[config.mk]
export PLATFORM = sky130hd
export DESIGN_NAME = load_store_unit
export DESIGN_NICKNAME = d
export VERILOG_FILES = /design/src/rtl/load_store_unit.sv
export SDC_FILE = /design/constraint.sdc
export NUM_CORES = 1
export LEC_CHECK = 0
export CAP_MARGIN = 10
export CORE_MARGIN = 5
export CORE_UTILIZATION = 32
export DETAILED_ROUTE_END_ITERATION = 7
export GPL_TIMING_DRIVEN = 0
export MAX_ROUTING_LAYER = met4
export RECOVER_POWER = 100
export SLEW_MARGIN = 20
export SYNTH_ARGS = -nofsm -noshare
export SYNTH_HDL_FRONTEND = slang
export SYNTH_SLANG_ARGS = --single-unit
export TNS_END_PERCENT = 10
[constraint.sdc]
create_clock -name clk -period 5.83 [get_ports clk]
set_clock_uncertainty 0.1 [all_clocks]
set_input_delay 1.749 -clock clk [delete_from_list [all_inputs] [get_ports clk]]
set_output_delay 1.749 -clock clk [all_outputs]
set_load 0.01 [all_outputs]
[src/rtl/load_store_unit.sv]
// Load/store unit: byte/half/word accesses onto a word-addressed memory.
// Optional bounds check enabled by defining LSU_BOUNDS_CHECK_EN.
module load_store_unit #(
  parameter int MEM_WORDS = 16
) (
  input  logic        clk,
  input  logic        rst_n,
  input  logic        req,
  input  logic        is_store,
  input  logic [1:0]  size,
  input  logic        sign_ext,
  input  logic [31:0] addr,
  input  logic [31:0] wdata,
  output logic        busy,
  output logic        done,
  output logic [31:0] rdata,
  output logic        misalign,
  output logic        addr_fault,
  output logic [31:0] mem_addr,
  output logic [31:0] mem_wdata,
  output logic        mem_write,
  output logic        mem_read,
  input  logic [31:0] mem_rdata
);

  typedef enum logic [1:0] {
    IDLE,
    READ,
    WRITE,
    RESP
  } state_t;

  state_t      r_state;
  state_t      w_next;
  logic [31:0] r_addr;
  logic [31:0] r_wdata;
  logic [31:0] r_buf;
  logic [1:0]  r_size;
  logic        r_sign;
  logic        r_store;

  logic        w_mis;
  logic        w_oob;
  logic [4:0]  w_sh;
  logic [31:0] w_rsh;
  logic [31:0] w_ext;
  logic [31:0] w_mask;
  logic [31:0] w_data;
  logic [31:0] w_merge;

  assign w_mis = (size == 2'b01 && addr[0])
              || (size == 2'b10 && addr[1:0] != 2'b00)
              || (size == 2'b11);

`ifdef LSU_BOUNDS_CHECK_EN
  assign w_oob = ({2'b00, addr[31:2]} >= 32'(MEM_WORDS));
`else
  logic w_unused_oob;
  assign w_unused_oob = ({2'b00, addr[31:2]} >= 32'(MEM_WORDS));
  assign w_oob = 1'b0;
`endif

  // Lane shift amount: byte lane for loads/byte stores, half lane for halves
  assign w_sh  = (r_size == 2'b01) ? {r_addr[1], 4'b0000}
                                   : {r_addr[1:0], 3'b000};
  assign w_rsh = mem_rdata >> w_sh;

  // Load lane extraction and extension
  always_comb begin
    w_ext = mem_rdata;
    case (r_size)
      2'b00:   w_ext = {{24{r_sign & w_rsh[7]}}, w_rsh[7:0]};
      2'b01:   w_ext = {{16{r_sign & w_rsh[15]}}, w_rsh[15:0]};
      default: w_ext = mem_rdata;
    endcase
  end

  // Store merge of new lane into the buffered word
  always_comb begin
    w_mask = 32'hFFFF_FFFF;
    w_data = r_wdata;
    case (r_size)
      2'b00: begin
        w_mask = 32'h0000_00FF << w_sh;
        w_data = {24'h0, r_wdata[7:0]} << w_sh;
      end
      2'b01: begin
        w_mask = 32'h0000_FFFF << w_sh;
        w_data = {16'h0, r_wdata[15:0]} << w_sh;
      end
      default: begin
        w_mask = 32'hFFFF_FFFF;
        w_data = r_wdata;
      end
    endcase
    w_merge = (r_buf & ~w_mask) | (w_data & w_mask);
  end

  // Next-state and Moore memory/handshake outputs
  always_comb begin
    w_next    = r_state;
    busy      = (r_state != IDLE);
    done      = (r_state == RESP);
    mem_read  = (r_state == READ);
    mem_write = (r_state == WRITE);
    mem_addr  = 32'h0;
    mem_wdata = 32'h0;
    if (r_state == READ || r_state == WRITE)
      mem_addr = {2'b00, r_addr[31:2]};
    if (r_state == WRITE)
      mem_wdata = w_merge;
    case (r_state)
      IDLE: begin
        if (req) begin
          if (w_mis || w_oob)
            w_next = RESP;
          else if (is_store && size == 2'b10)
            w_next = WRITE;
          else
            w_next = READ;
        end
      end
      READ:    w_next = r_store ? WRITE : RESP;
      WRITE:   w_next = RESP;
      default: w_next = IDLE;
    endcase
  end

  // State register
  always_ff @(posedge clk or negedge rst_n) begin
    if (!rst_n) r_state <= IDLE;
    else        r_state <= w_next;
  end

  // Request latches, read buffer and held response outputs
  always_ff @(posedge clk or negedge rst_n) begin
    if (!rst_n) begin
      r_addr     <= 32'h0;
      r_wdata    <= 32'h0;
      r_buf      <= 32'h0;
      r_size     <= 2'b00;
      r_sign     <= 1'b0;
      r_store    <= 1'b0;
      rdata      <= 32'h0;
      misalign   <= 1'b0;
      addr_fault <= 1'b0;
    end else begin
      if (r_state == IDLE && req) begin
        r_addr  <= addr;
        r_wdata <= wdata;
        r_size  <= size;
        r_sign  <= sign_ext;
        r_store <= is_store;
      end
      if (r_state == READ)
        r_buf <= mem_rdata;
      if (r_state != RESP && w_next == RESP) begin
        misalign   <= (r_state == IDLE) && w_mis;
        addr_fault <= (r_state == IDLE) && w_oob;
        if (r_state == READ && !r_store)
          rdata <= w_ext;
      end
    end
  end

endmodule

==> insert_results.sql, run 1 <==
INSERT INTO impl_metrics (metric_group, metric, value, unit) VALUES
('synth', 'post_synth_main_area_contributors', 'dfrtp_1 (48%), mux2_2 (15%), a21oi_1 (3.1%)', ''),
('detailed_routing', 'drt-pass1-iter-count', '5', ''),
('finish', 'drive_gt1_share', '20.5', '%'),
('global_routing', 'globalRoute.busiestLayer', 'met2', ''),
('clock_network', 'cts-buffers-inserted', '17', ''),
('synth', 'most_instantiated_flip_flop_cell_in_the_synthesis_netlist', 'dfrtp_1', ''),
('pwr', 'total_power', '5.97', 'mW'),
('placement', 'port_buffer_count', '201', ''),
('synth', 'synth.yosys.warnings', '0', ''),
('pwr', 'peak_vdd_ir', '251', 'µV'),
('worst_setup_path', 'crit_path_end_kind', 'output port', ''),
('synth', 'syn_inst', '616', ''),
('sta', 'fmax', '195', 'MHz'),
('clock_network', 'tritoncts', 'yes', ''),
('worst_setup_path', 'critical_path.startpoint_type', 'flip-flop', ''),
('global_routing', 'sum_of_overflow_across_all_layers_after_global_routing', '0', ''),
('floorplan', 'die_height', '158', 'µm'),
('synth', 'async_flop_share', '100', '%'),
('clock_network', 'post_cts.repair.setup_buffers', '0', ''),
('global_routing', 'track_usage', '19.1', '%'),
('detailed_routing', 'route.vias.total', '5762', ''),
('floorplan', 'initial_core_util', '32.2', '%'),
('worst_setup_path', 'timing_worst_setup_path_type', 'flip-flop to output port', ''),
('finish', 'nNetsFinal', '946', ''),
('global_routing', 'pin_count_of_the_biggest_net_entering_global_routing', '75', ''),
('clock_network', 'clock-root-buffer', 'clkbuf_16', ''),
('worst_setup_path', 'worst-endpoint-arrival', '3280', 'ps'),
('synth', 'postSynthRegisterBits', '135', ''),
('synth', 'syn_avg_cell_area', '11.3', 'µm²'),
('global_routing', 'antenna_found_initial', '8', ''),
('detailed_routing', 'detail_route.drc_violations', '0', ''),
('clock_network', 'clkTransAtPathRegs', '50', 'ps'),
('global_routing', 'wire_length_of_the_first_global_routing_pass', '34.7', 'mm'),
('clock_network', 'max-clock-path-buffers', '2', ''),
('synth', 'synth_cell_types', '56', ''),
('placement', 'gp_congestion', '0.849', ''),
('clock_network', 'worst_skew_pair.late_latency', '420', 'ps'),
('sta', 'relSlewSlack', '-29.3', '%'),
('synth', 'synth_edf_count', '0', ''),
('pwr', 'power-per-cell-area', '605', 'nW/µm²'),
('sta', 'max_slew.worst_pin.slew', '1940', 'ps'),
('sta', 'finalWorstSetupSlack', '698', 'ps'),
('min_path', 'min_path_type', 'flip-flop to flip-flop', ''),
('floorplan', 'num_io_pins', '205', ''),
('status', 'violated_checks', 'max-capacitance violations, max-slew violations', ''),
('sta', 'final_hold_fails', '0', ''),
('clock_network', 'cts-htree-levels', '4', ''),
('synth', 'yosys.area.top_type', 'dfrtp_1', ''),
('floorplan', 'rows', '54', ''),
('sta', 'unrepaired_setup_endpoints_after_global_routing', 'no', ''),
('sta', 'setup_tns', '0', 'ps'),
('global_routing', 'met3_usage', '6.10', '%'),
('global_routing', 'groute.layer.met1.usage', '24.7', '%'),
('worst_setup_path', 'req_time_crit_path', '3980', 'ps'),
('sta', 'hold-worst-slack', '374', 'ps'),
('floorplan', 'die-area', '24900', 'µm²'),
('synth', 'synth_seq_area_share', '48.4', '%'),
('sta', 'slew_viol_final', '75', ''),
('clock_network', 'cts_hold_buf', '0', ''),
('run', 'max_cap_check_violation_count', '1', ''),
('floorplan', 'die_w', '158', 'µm'),
('detailed_routing', 'wirelength', '23.3', 'mm'),
('worst_setup_path', 'register_to_register_path_setup_slack', '3010', 'ps'),
('detailed_routing', 'detail_route.wl_per_cell', '20.4', 'µm'),
('synth', 'synth.cell_area', '6990', 'µm²'),
('status', 'outcome', 'finished, violations left', ''),
('clock_network', 'ctsResizeCount', '0', ''),
('detailed_routing', 'detail_route.iter0.violations', '298', ''),
('finish', 'postLayoutCoreUtil', '45.5', '%'),
('floorplan', 'core_area', '21700', 'µm²'),
('placement', 'place_hpwl', '18.0', 'mm');
-- routing by layer --
metal  vias up  part of all wire, %
met1      2855                   43
met4         0                 0.77
met2       222                   48
li1       2670                    -
met5         -                    0
met3        15                  8.1
-- sequential cells by signal (all words and copies together) (netlist names), 2 cells and up --
register	flops
r_wdata	32
r_size	2
r_state	2
r_addr	32
r_buf	32
rdata	32
-- kinds of logic (layout without fill, tap and decap cells) --
logic type	after synthesis	in the layout	synth area share, %
buffers and inverters	67	301	5.62
AO/OA/AOI/OAI	158	158	17.7
other	1	12	0.0537
AND/OR/NAND/NOR	154	154	11.9
flip-flops	135	135	48.4
adder cells (fa/ha/maj)	4	4	0.716
multiplexers	97	97	15.7
-- where the power goes --
part	switching [mW]	internal, mW	total [mW]
registers	0.335	1.42	1.75
clock network	0.403	0.672	1.07
logic	1.55	1.59	3.14
-- cells in the final DEF (no fill, tap or decap), types with 3 or more instances in the layout --
cell and n:
a2bb2oi_1 10, nor2_1 29, a221oi_1 4, nor2b_1 15, clkinv_2 4, diode_2 9
o21ai_0 18, a211o_1 7, a21o_1 4, buf_4 5, and2b_2 4, dfrtp_1 135
a222oi_1 8, buf_6 6, nand3b_1 7, o21ai_1 3, conb_1 3, o221ai_1 15
and2_1 14, a22o_1 8, inv_1 19, a221oi_2 3, ha_1 4, a2bb2oi_2 6
nand2_1 43, buf_2 6, dlygate4sd3_1 107, nor3_1 10, o31ai_1 7, mux2_2 94
and2_0 17, nand2b_1 6, clkbuf_8 8, clkdlybuf4s50_1 93, a21boi_0 7, a21o_2 4
clkbuf_1 29, clkbuf_16 17, a21oi_1 45
-- worst max-delay path, stage by stage (launching register included) --
cell and delay [ps]:
dfrtp_1 430, buf_6 170, buf_2 190, buf_2 220, o21ai_0 800, o221ai_1 210, nor2_1 220, dlygate4sd3_1 630
-- metrics by stage --
step,cells,cell area (µm²)
final,1141,9880
after global routing,1140,9880
after CTS,1132,9970
after detailed placement,1100,9390
after global placement,1099,9360
after floorplan,618,6990
-- path summary, 6_finish.rpt --
check                      startpoint             to  cells past startpoint
max                         r_addr[1]  mem_wdata[13]                      7
min                         rdata[13]      rdata[13]                      2
max reg2reg                r_state[1]      rdata[22]                      6
min reg2reg                 rdata[13]      rdata[13]                      2
max in group asynchronous       rst_n      rdata[12]                      2
min in group asynchronous       rst_n     r_addr[10]                      1
-- layout make-up --
cell class,instances,area (µm²)
Clock inverter,8,95.1
Antenna cell,9,22.5
Timing Repair Buffer,202,2020
Multi-Input combinational cell,416,3160
Tap cell,280,350
Clock buffer,24,492
Fill cell,2103,11800
Buffer,47,288
Inverter,20,75.1
Sequential cell,135,3380
Note: power is estimated with default switching activity, not from simulation.
==> inputs of run 2 (changes only) <==
--- a/config.mk
+++ b/config.mk
@@ -11,6 +11,7 @@
 export DETAILED_ROUTE_END_ITERATION = 7
 export GPL_TIMING_DRIVEN = 0
 export MAX_ROUTING_LAYER = met4
+export PLACE_DENSITY = 0.55
 export RECOVER_POWER = 100
 export SLEW_MARGIN = 20
 export SYNTH_ARGS = -nofsm -noshare
==> run 2 against run 1 <==
  * The flow still finishes with violations (max-capacitance violations, max-slew violations)
  * Register-to-register slack got worse by 170 ps
  * Global-route usage rose by 0.18 points
  * First-iteration DRC count increased by 22%
  * Wire length grew 0.58%
  * Power about the same
  * Worst hold slack better by 1.8 ps
  * Fmax increased by 6.6%
  * Count of clock-buffer cells in the layout shrank 2
  * Critical path depth stayed put
  * Sequential share of layout area rose by 0.052 points
  * Combinational power hardly changed
  * Via count grew 0.40%
  * Critical endpoint is now mem_wdata[7]
  * Largest power group unchanged
  * Highest routed layer unchanged
==> insert_results.sql, run 2 (synthesized netlist as in run 1, its figures left out) <==
INSERT INTO impl_metrics (metric_group, metric, value, unit) VALUES
('status', 'outcome', 'finished, violations left', ''),
('status', 'violated_checks', 'max-capacitance violations, max-slew violations', ''),
('placement', 'place_hpwl', '18.0', 'mm'),
('pwr', 'total_power', '5.97', 'mW'),
('min_path', 'min_path_type', 'flip-flop to flip-flop', ''),
('detailed_routing', 'viasPerCell', '5.10', ''),
('sta', 'unrepaired_setup_endpoints_after_global_routing', 'no', ''),
('worst_setup_path', 'req_time_crit_path', '3980', 'ps'),
('sta', 'layout_min_cycle_time', '4810', 'ps'),
('placement', 'post-place-ws', '1690', 'ps'),
('clock_network', 'post_cts.repair.setup_buffers', '0', ''),
('worst_setup_path', 'rr_worst_depth', '8', ''),
('finish', 'postLayoutCoreUtil', '45.5', '%'),
('worst_setup_path', 'worstPathBufferInverterCount', '3', ''),
('detailed_routing', 'detail_route.wl_per_cell', '20.6', 'µm'),
('global_routing', 'sum_of_overflow_across_all_layers_after_global_routing', '0', ''),
('clock_network', 'tritoncts_num_sinks', '135', ''),
('floorplan', 'initial_core_util', '32.2', '%'),
('worst_setup_path', 'register_to_register_path_setup_slack', '2840', 'ps'),
('sta', 'hold-worst-slack', '376', 'ps'),
('min_path', 'whs_path_depth', '2', ''),
('pwr', 'peak_vdd_ir', '266', 'µV'),
('global_routing', 'track_usage', '19.3', '%'),
('placement', 'port_buffer_count', '201', ''),
('floorplan', 'die_w', '158', 'µm'),
('worst_setup_path', 'crit_path_end_kind', 'output port', ''),
('worst_setup_path', 'cpPeakStageDelay', '660', 'ps'),
('worst_setup_path', 'worst-endpoint-arrival', '2970', 'ps'),
('sta', 'setup_tns', '0', 'ps'),
('sta', 'fin_crit_sh', '82.6', '%'),
('sta', 'slew_viol_final', '45', ''),
('worst_setup_path', 'critical_path.reg2reg.startpoint', 'r_state[0]', ''),
('sta', 'finalWorstSetupSlack', '1020', 'ps'),
('pwr', 'p_leak', '4.17', 'nW'),
('clock_network', 'cts-htree-levels', '4', ''),
('finish', 'area.growth.synth_to_final', '41.2', '%'),
('detailed_routing', 'wirelength', '23.4', 'mm'),
('worst_setup_path', 'timing_worst_setup_path_type', 'flip-flop to output port', ''),
('placement', 'numPlacedInstances', '1100', ''),
('sta', 'fmax', '208', 'MHz'),
('detailed_routing', 'route.antenna.remaining_nets', '0', ''),
('finish', 'final.fill_count', '2005', ''),
('sta', 'relSlewSlack', '-78.5', '%'),
('clock_network', 'cts_hold_buf', '0', ''),
('finish', 'drive_gt1_share', '20.4', '%'),
('worst_setup_path', 'crit_cells', '7', ''),
('sta', 'max_slew.worst_pin.slew', '2680', 'ps'),
('floorplan', 'die_height', '158', 'µm'),
('min_path', 'worstHoldEndpoint', 'rdata[5]', ''),
('global_routing', 'wire_length_of_the_first_global_routing_pass', '35.3', 'mm'),
('clock_network', 'clock-root-buffer', 'clkbuf_16', ''),
('clock_network', 'ctsResizeCount', '0', ''),
('floorplan', 'num_io_pins', '205', ''),
('global_routing', 'antenna_found_initial', '4', ''),
('clock_network', 'clkTransAtPathRegs', '60', 'ps'),
('finish', 'nNetsFinal', '946', ''),
('clock_network', 'worst_skew_pair.late_latency', '420', 'ps'),
('floorplan', 'die-area', '24900', 'µm²'),
('worst_setup_path', 'crit_fanout', '10', ''),
('detailed_routing', 'detail_route.iter0.violations', '363', ''),
('global_routing', 'first_global_vias', '6300', ''),
('sta', 'final_hold_fails', '0', ''),
('finish', 'layout.cell_area.non_filler', '9860', 'µm²'),
('detailed_routing', 'drt-pass1-iter-count', '5', ''),
('detailed_routing', 'detail_route.drc_violations', '0', ''),
('worst_setup_path', 'critical_path_s_top_delay_family', 'buffers and inverters', ''),
('finish', 'final-instance-count-excl-fill', '1135', ''),
('placement', 'gp_congestion', '0.867', ''),
('finish', 'final_common_cell', 'dfrtp_1', ''),
('worst_setup_path', 'critical_path.slowest_cell', 'o21ai_0', ''),
('run', 'max_cap_check_violation_count', '1', ''),
('floorplan', 'rows', '54', ''),
('worst_setup_path', 'timing.critical_path.cells', 'buf_6, nor2b_4, buf_6, o21ai_0, nand2_1, a21boi_0, dlygate4sd3_1', ''),
('global_routing', 'pin_count_of_the_biggest_net_entering_global_routing', '92', ''),
('detailed_routing', 'route.vias.total', '5785', ''),
('clock_network', 'max-clock-path-buffers', '2', ''),
('floorplan', 'core_area', '21700', 'µm²'),
('placement', 'placed_area', '9390', 'µm²'),
('pwr', 'power-per-cell-area', '605', 'nW/µm²'),
('worst_setup_path', 'critical_path.startpoint_type', 'flip-flop', ''),
('worst_setup_path', 'timing.rr.end', 'rdata[25]', ''),
('min_path', 'hold_path_startpoint', 'rdata[5]', ''),
('clock_network', 'cts-buffers-inserted', '17', ''),
('finish', 'most_used_cells_in_the_layout_excluding_fill_and_tap_cells', 'dfrtp_1 (135), dlygate4sd3_1 (111), mux2_2 (94), clkdlybuf4s50_1 (89), a21oi_1 (45)', ''),
('sta', 'setup_viol', '0', ''),
('clock_network', 'tritoncts', 'yes', ''),
('worst_setup_path', 'critPathLaunch', 'r_size[0]', ''),
('worst_setup_path', 'worst_path_most_repeated_cell', 'buf_6', '');
-- run 2: cell types whose count changed in the layout (fill, tap and decap cells not counted), moves of 2 or more --
cell,before,now
a2bb2oi_1,10,12
a2bb2oi_2,6,4
clkdlybuf4s50_1,93,89
diode_2,9,4
dlygate4sd3_1,107,111
-- run 2: power breakdown --
part | switching, mW | internal [mW]
registers | 0.349 | 1.42
logic | 1.54 | 1.59
clock network | 0.407 | 0.657
-- run 2: final cells by class --
class	instances	area [µm²]	area share, %
clock inverters	9	100	1.01
flip-flops and latches	135	3380	34.3
multi-input cells	416	3150	32.0
plain buffers	47	288	2.92
well taps	280	350	3.55
inverters	20	75.1	0.761
clock buffers	22	474	4.81
repair buffers	202	2030	20.6
diodes	4	10.0	0.101
-- run 2: layer usage --
metal  GRT usage, %  wire (µm)
met1           23.8       9820
met2           30.7      11200
met3           6.64       2060
met4           4.55        267
met5              -          0
-- run 2: worst max path at each step --
stage / to / slack [ps]
finish: mem_wdata[7] / 1020
CTS: mem_wdata[25] / 1200
floorplan: mem_wdata[0] / 2480
global placement: r_addr[10] / -2510
detailed placement: mem_wdata[29] / 1690
global route: mem_wdata[7] / 790
-- run 2: tightest hold or removal path, delay by kind of cell, from the launching register on --
kind	cells	cell delay, ps
AOI/OAI and AO/OA	1	50
and+or+nand+nor	1	50
DFF	1	340
==> inputs of run 3 (changes only) <==
==> constraint.sdc (replaced) <==
create_clock -name clk -period 4.7 [get_ports clk]
set_clock_uncertainty 0.1 [all_clocks]
set_input_delay 1.41 -clock clk [delete_from_list [all_inputs] [get_ports clk]]
set_output_delay 1.41 -clock clk [all_outputs]
set_load 0.01 [all_outputs]
==> run 3 against run 2 <==
  * The run still ends with max-capacitance violations, max-slew violations left
  * Utilization about the same
  * Sequential share of layout area about the same
  * Cell area about the same
  * Via count up 0.66%
  * Critical path type unchanged
==> insert_results.sql, run 3 (synthesized netlist as in run 1, its figures left out) <==
INSERT INTO impl_metrics (metric_group, metric, value, unit) VALUES
('status', 'outcome', 'finished, violations left', ''),
('status', 'violated_checks', 'max-capacitance violations, max-slew violations', ''),
('finish', 'area.growth.synth_to_final', '41.3', '%'),
('pwr', 'intPower', '4.55', 'mW'),
('sta', 'fmax', '228', 'MHz'),
('global_routing', 'wire_length_of_the_first_global_routing_pass', '35.3', 'mm'),
('sta', 'final_hold_fails', '0', ''),
('worst_setup_path', 'crit_fanout', '10', ''),
('global_routing', 'pin_count_of_the_biggest_net_entering_global_routing', '92', ''),
('pwr', 'clock_power_share', '17.8', '%'),
('global_routing', 'track_usage', '19.3', '%'),
('min_path', 'min_path_type', 'flip-flop to flip-flop', ''),
('detailed_routing', 'detail_route.wl_per_cell', '20.6', 'µm'),
('worst_setup_path', 'critPathLaunch', 'r_size[0]', ''),
('worst_setup_path', 'worst-endpoint-arrival', '2880', 'ps'),
('clock_network', 'worst_skew_pair.late_latency', '420', 'ps'),
('clock_network', 'cts-buffers-inserted', '17', ''),
('global_routing', 'antenna_found_initial', '4', ''),
('pwr', 'pwr-share-seq', '29.6', '%'),
('global_routing', 'sum_of_overflow_across_all_layers_after_global_routing', '0', ''),
('floorplan', 'die_height', '158', 'µm'),
('min_path', 'hold_path_startpoint', 'rdata[5]', ''),
('floorplan', 'initial_core_util', '32.2', '%'),
('sta', 'fin_crit_sh', '93.5', '%'),
('finish', 'final.fill_count', '2003', ''),
('floorplan', 'rows', '54', ''),
('worst_setup_path', 'crit_path_end_kind', 'output port', ''),
('global_routing', 'first_global_vias', '6300', ''),
('detailed_routing', 'route.antenna.remaining_nets', '0', ''),
('detailed_routing', 'drt-pass1-iter-count', '6', ''),
('finish', 'drive_gt1_share', '20.6', '%'),
('clock_network', 'clock-root-buffer', 'clkbuf_16', ''),
('finish', 'most_used_cells_in_the_layout_excluding_fill_and_tap_cells', 'dfrtp_1 (135), clkdlybuf4s50_1 (102), dlygate4sd3_1 (98), mux2_2 (94), a21oi_1 (44)', ''),
('finish', 'final_common_cell', 'dfrtp_1', ''),
('sta', 'finalWorstSetupSlack', '306', 'ps'),
('clock_network', 'cts_hold_buf', '0', ''),
('placement', 'gp_congestion', '0.867', ''),
('run', 'max_cap_check_violation_count', '1', ''),
('detailed_routing', 'viasPerCell', '5.13', ''),
('worst_setup_path', 'timing_worst_setup_path_type', 'flip-flop to output port', ''),
('clock_network', 'post_cts.repair.setup_buffers', '0', ''),
('floorplan', 'die_w', '158', 'µm'),
('pwr', 'power-per-cell-area', '751', 'nW/µm²'),
('sta', 'slew_viol_final', '45', ''),
('finish', 'register_area', '3380', 'µm²'),
('pwr', 'p_leak', '4.17', 'nW'),
('clock_network', 'max-clock-path-buffers', '2', ''),
('sta', 'setup_viol', '0', ''),
('placement', 'place_hpwl', '18.0', 'mm'),
('clock_network', 'tritoncts', 'yes', ''),
('floorplan', 'die-area', '24900', 'µm²'),
('finish', 'multiInputGateArea', '3160', 'µm²'),
('sta', 'relSlewSlack', '-79.4', '%'),
('finish', 'nNetsFinal', '946', ''),
('floorplan', 'core_area', '21700', 'µm²'),
('detailed_routing', 'detail_route.drc_violations', '0', ''),
('placement', 'post-place-ws', '900', 'ps'),
('placement', 'port_buffer_count', '201', ''),
('worst_setup_path', 'critical_path.startpoint_type', 'flip-flop', ''),
('worst_setup_path', 'req_time_crit_path', '3190', 'ps'),
('worst_setup_path', 'register_to_register_path_setup_slack', '1710', 'ps'),
('sta', 'setup_tns', '0', 'ps'),
('clock_network', 'clkTransAtPathRegs', '60', 'ps'),
('detailed_routing', 'route.vias.total', '5823', ''),
('sta', 'layout_min_cycle_time', '4390', 'ps'),
('clock_network', 'ctsResizeCount', '0', ''),
('clock_network', 'tritoncts_num_sinks', '135', ''),
('sta', 'unrepaired_setup_endpoints_after_global_routing', 'no', ''),
('floorplan', 'num_io_pins', '205', ''),
('pwr', 'power.net_switching', '2.86', 'mW'),
('clock_network', 'cts-htree-levels', '4', ''),
('pwr', 'peak_vdd_ir', '331', 'µV'),
('pwr', 'p_sw_share', '38.6', '%'),
('sta', 'max_slew.worst_pin.slew', '2690', 'ps'),
('worst_setup_path', 'critical_path.reg2reg.startpoint', 'r_state[0]', ''),
('detailed_routing', 'wirelength', '23.4', 'mm'),
('detailed_routing', 'detail_route.iter0.violations', '411', ''),
('pwr', 'p_comb_share', '52.6', '%');
-- run 3: changes by cell type in the layout (fill, tap and decap cells not counted) --
cell,previous run,this run
a21oi_1,45,44
a21oi_2,1,2
clkdlybuf4s50_1,89,102
dlygate4sd3_1,111,98
o21ai_0,18,17
o21ai_1,2,3
-- run 3: metrics by stage --
| stage | util, % | hold slack [ps] | power [mW] | cells | cell area [µm²] |
|---|---|---|---|---|---|
| 6_report | 45.5 | 375 | 7.41 | 1135 | 9870 |
| 5_1_grt | 45.5 | 408 | 7.88 | 1135 | 9870 |
| 4_1_cts | 45.9 | 385 | 7.71 | 1131 | 9960 |
| 3_5_place_dp | 43.3 | 372 | 6.35 | 1100 | 9390 |
| 3_3_place_gp | 43.1 | 366 | 6.27 | 1099 | 9360 |
| 2_1_floorplan | - | 371 | 4.50 | 618 | 6990 |
-- run 3: worst max-delay path, stage by stage (launching register included) --
cell	delay [ps]
dfrtp_1	430
buf_6	170
nor2_1	180
nor2b_1	70
nor2_1	570
a222oi_1	210
nor2b_1	160
dlygate4sd3_1	680
-- run 3: worst paths after layout --
kind                       cells after the start       endpoint
setup reg to reg                               8      rdata[25]
hold / removal                                 2       rdata[5]
setup / recovery                               7  mem_wdata[25]
hold reg to reg                                2       rdata[5]
max in group asynchronous                      1     r_state[1]
min in group asynchronous                      1      r_buf[20]
-- run 3: routing by layer --
metal	vias up	wire (µm)	GRT usage, %
met2	256	11200	30.7
met5	-	0	-
met4	0	250	4.55
met3	27	2170	6.64
met1	2876	9750	23.8
li1	2664	-	-
-- run 3: layout make-up --
class | instances | share of cell area, %
Multi-Input combinational cell | 416 | 32.0
Inverter | 20 | 0.761
Clock inverter | 9 | 1.01
Timing Repair Buffer | 202 | 20.6
Sequential cell | 135 | 34.2
Tap cell | 280 | 3.55
Antenna cell | 4 | 0.101
Buffer | 47 | 2.92
Clock buffer | 22 | 4.81
-- run 3: power by group through the flow --
stage	logic, mW	registers (mW)	clock network [mW]
floorplan	2.39	2.11	0
CTS	4.16	2.20	1.34
global route	4.23	2.26	1.39
global placement	4.07	2.20	0
finish	3.90	2.20	1.32
detailed placement	4.13	2.22	0
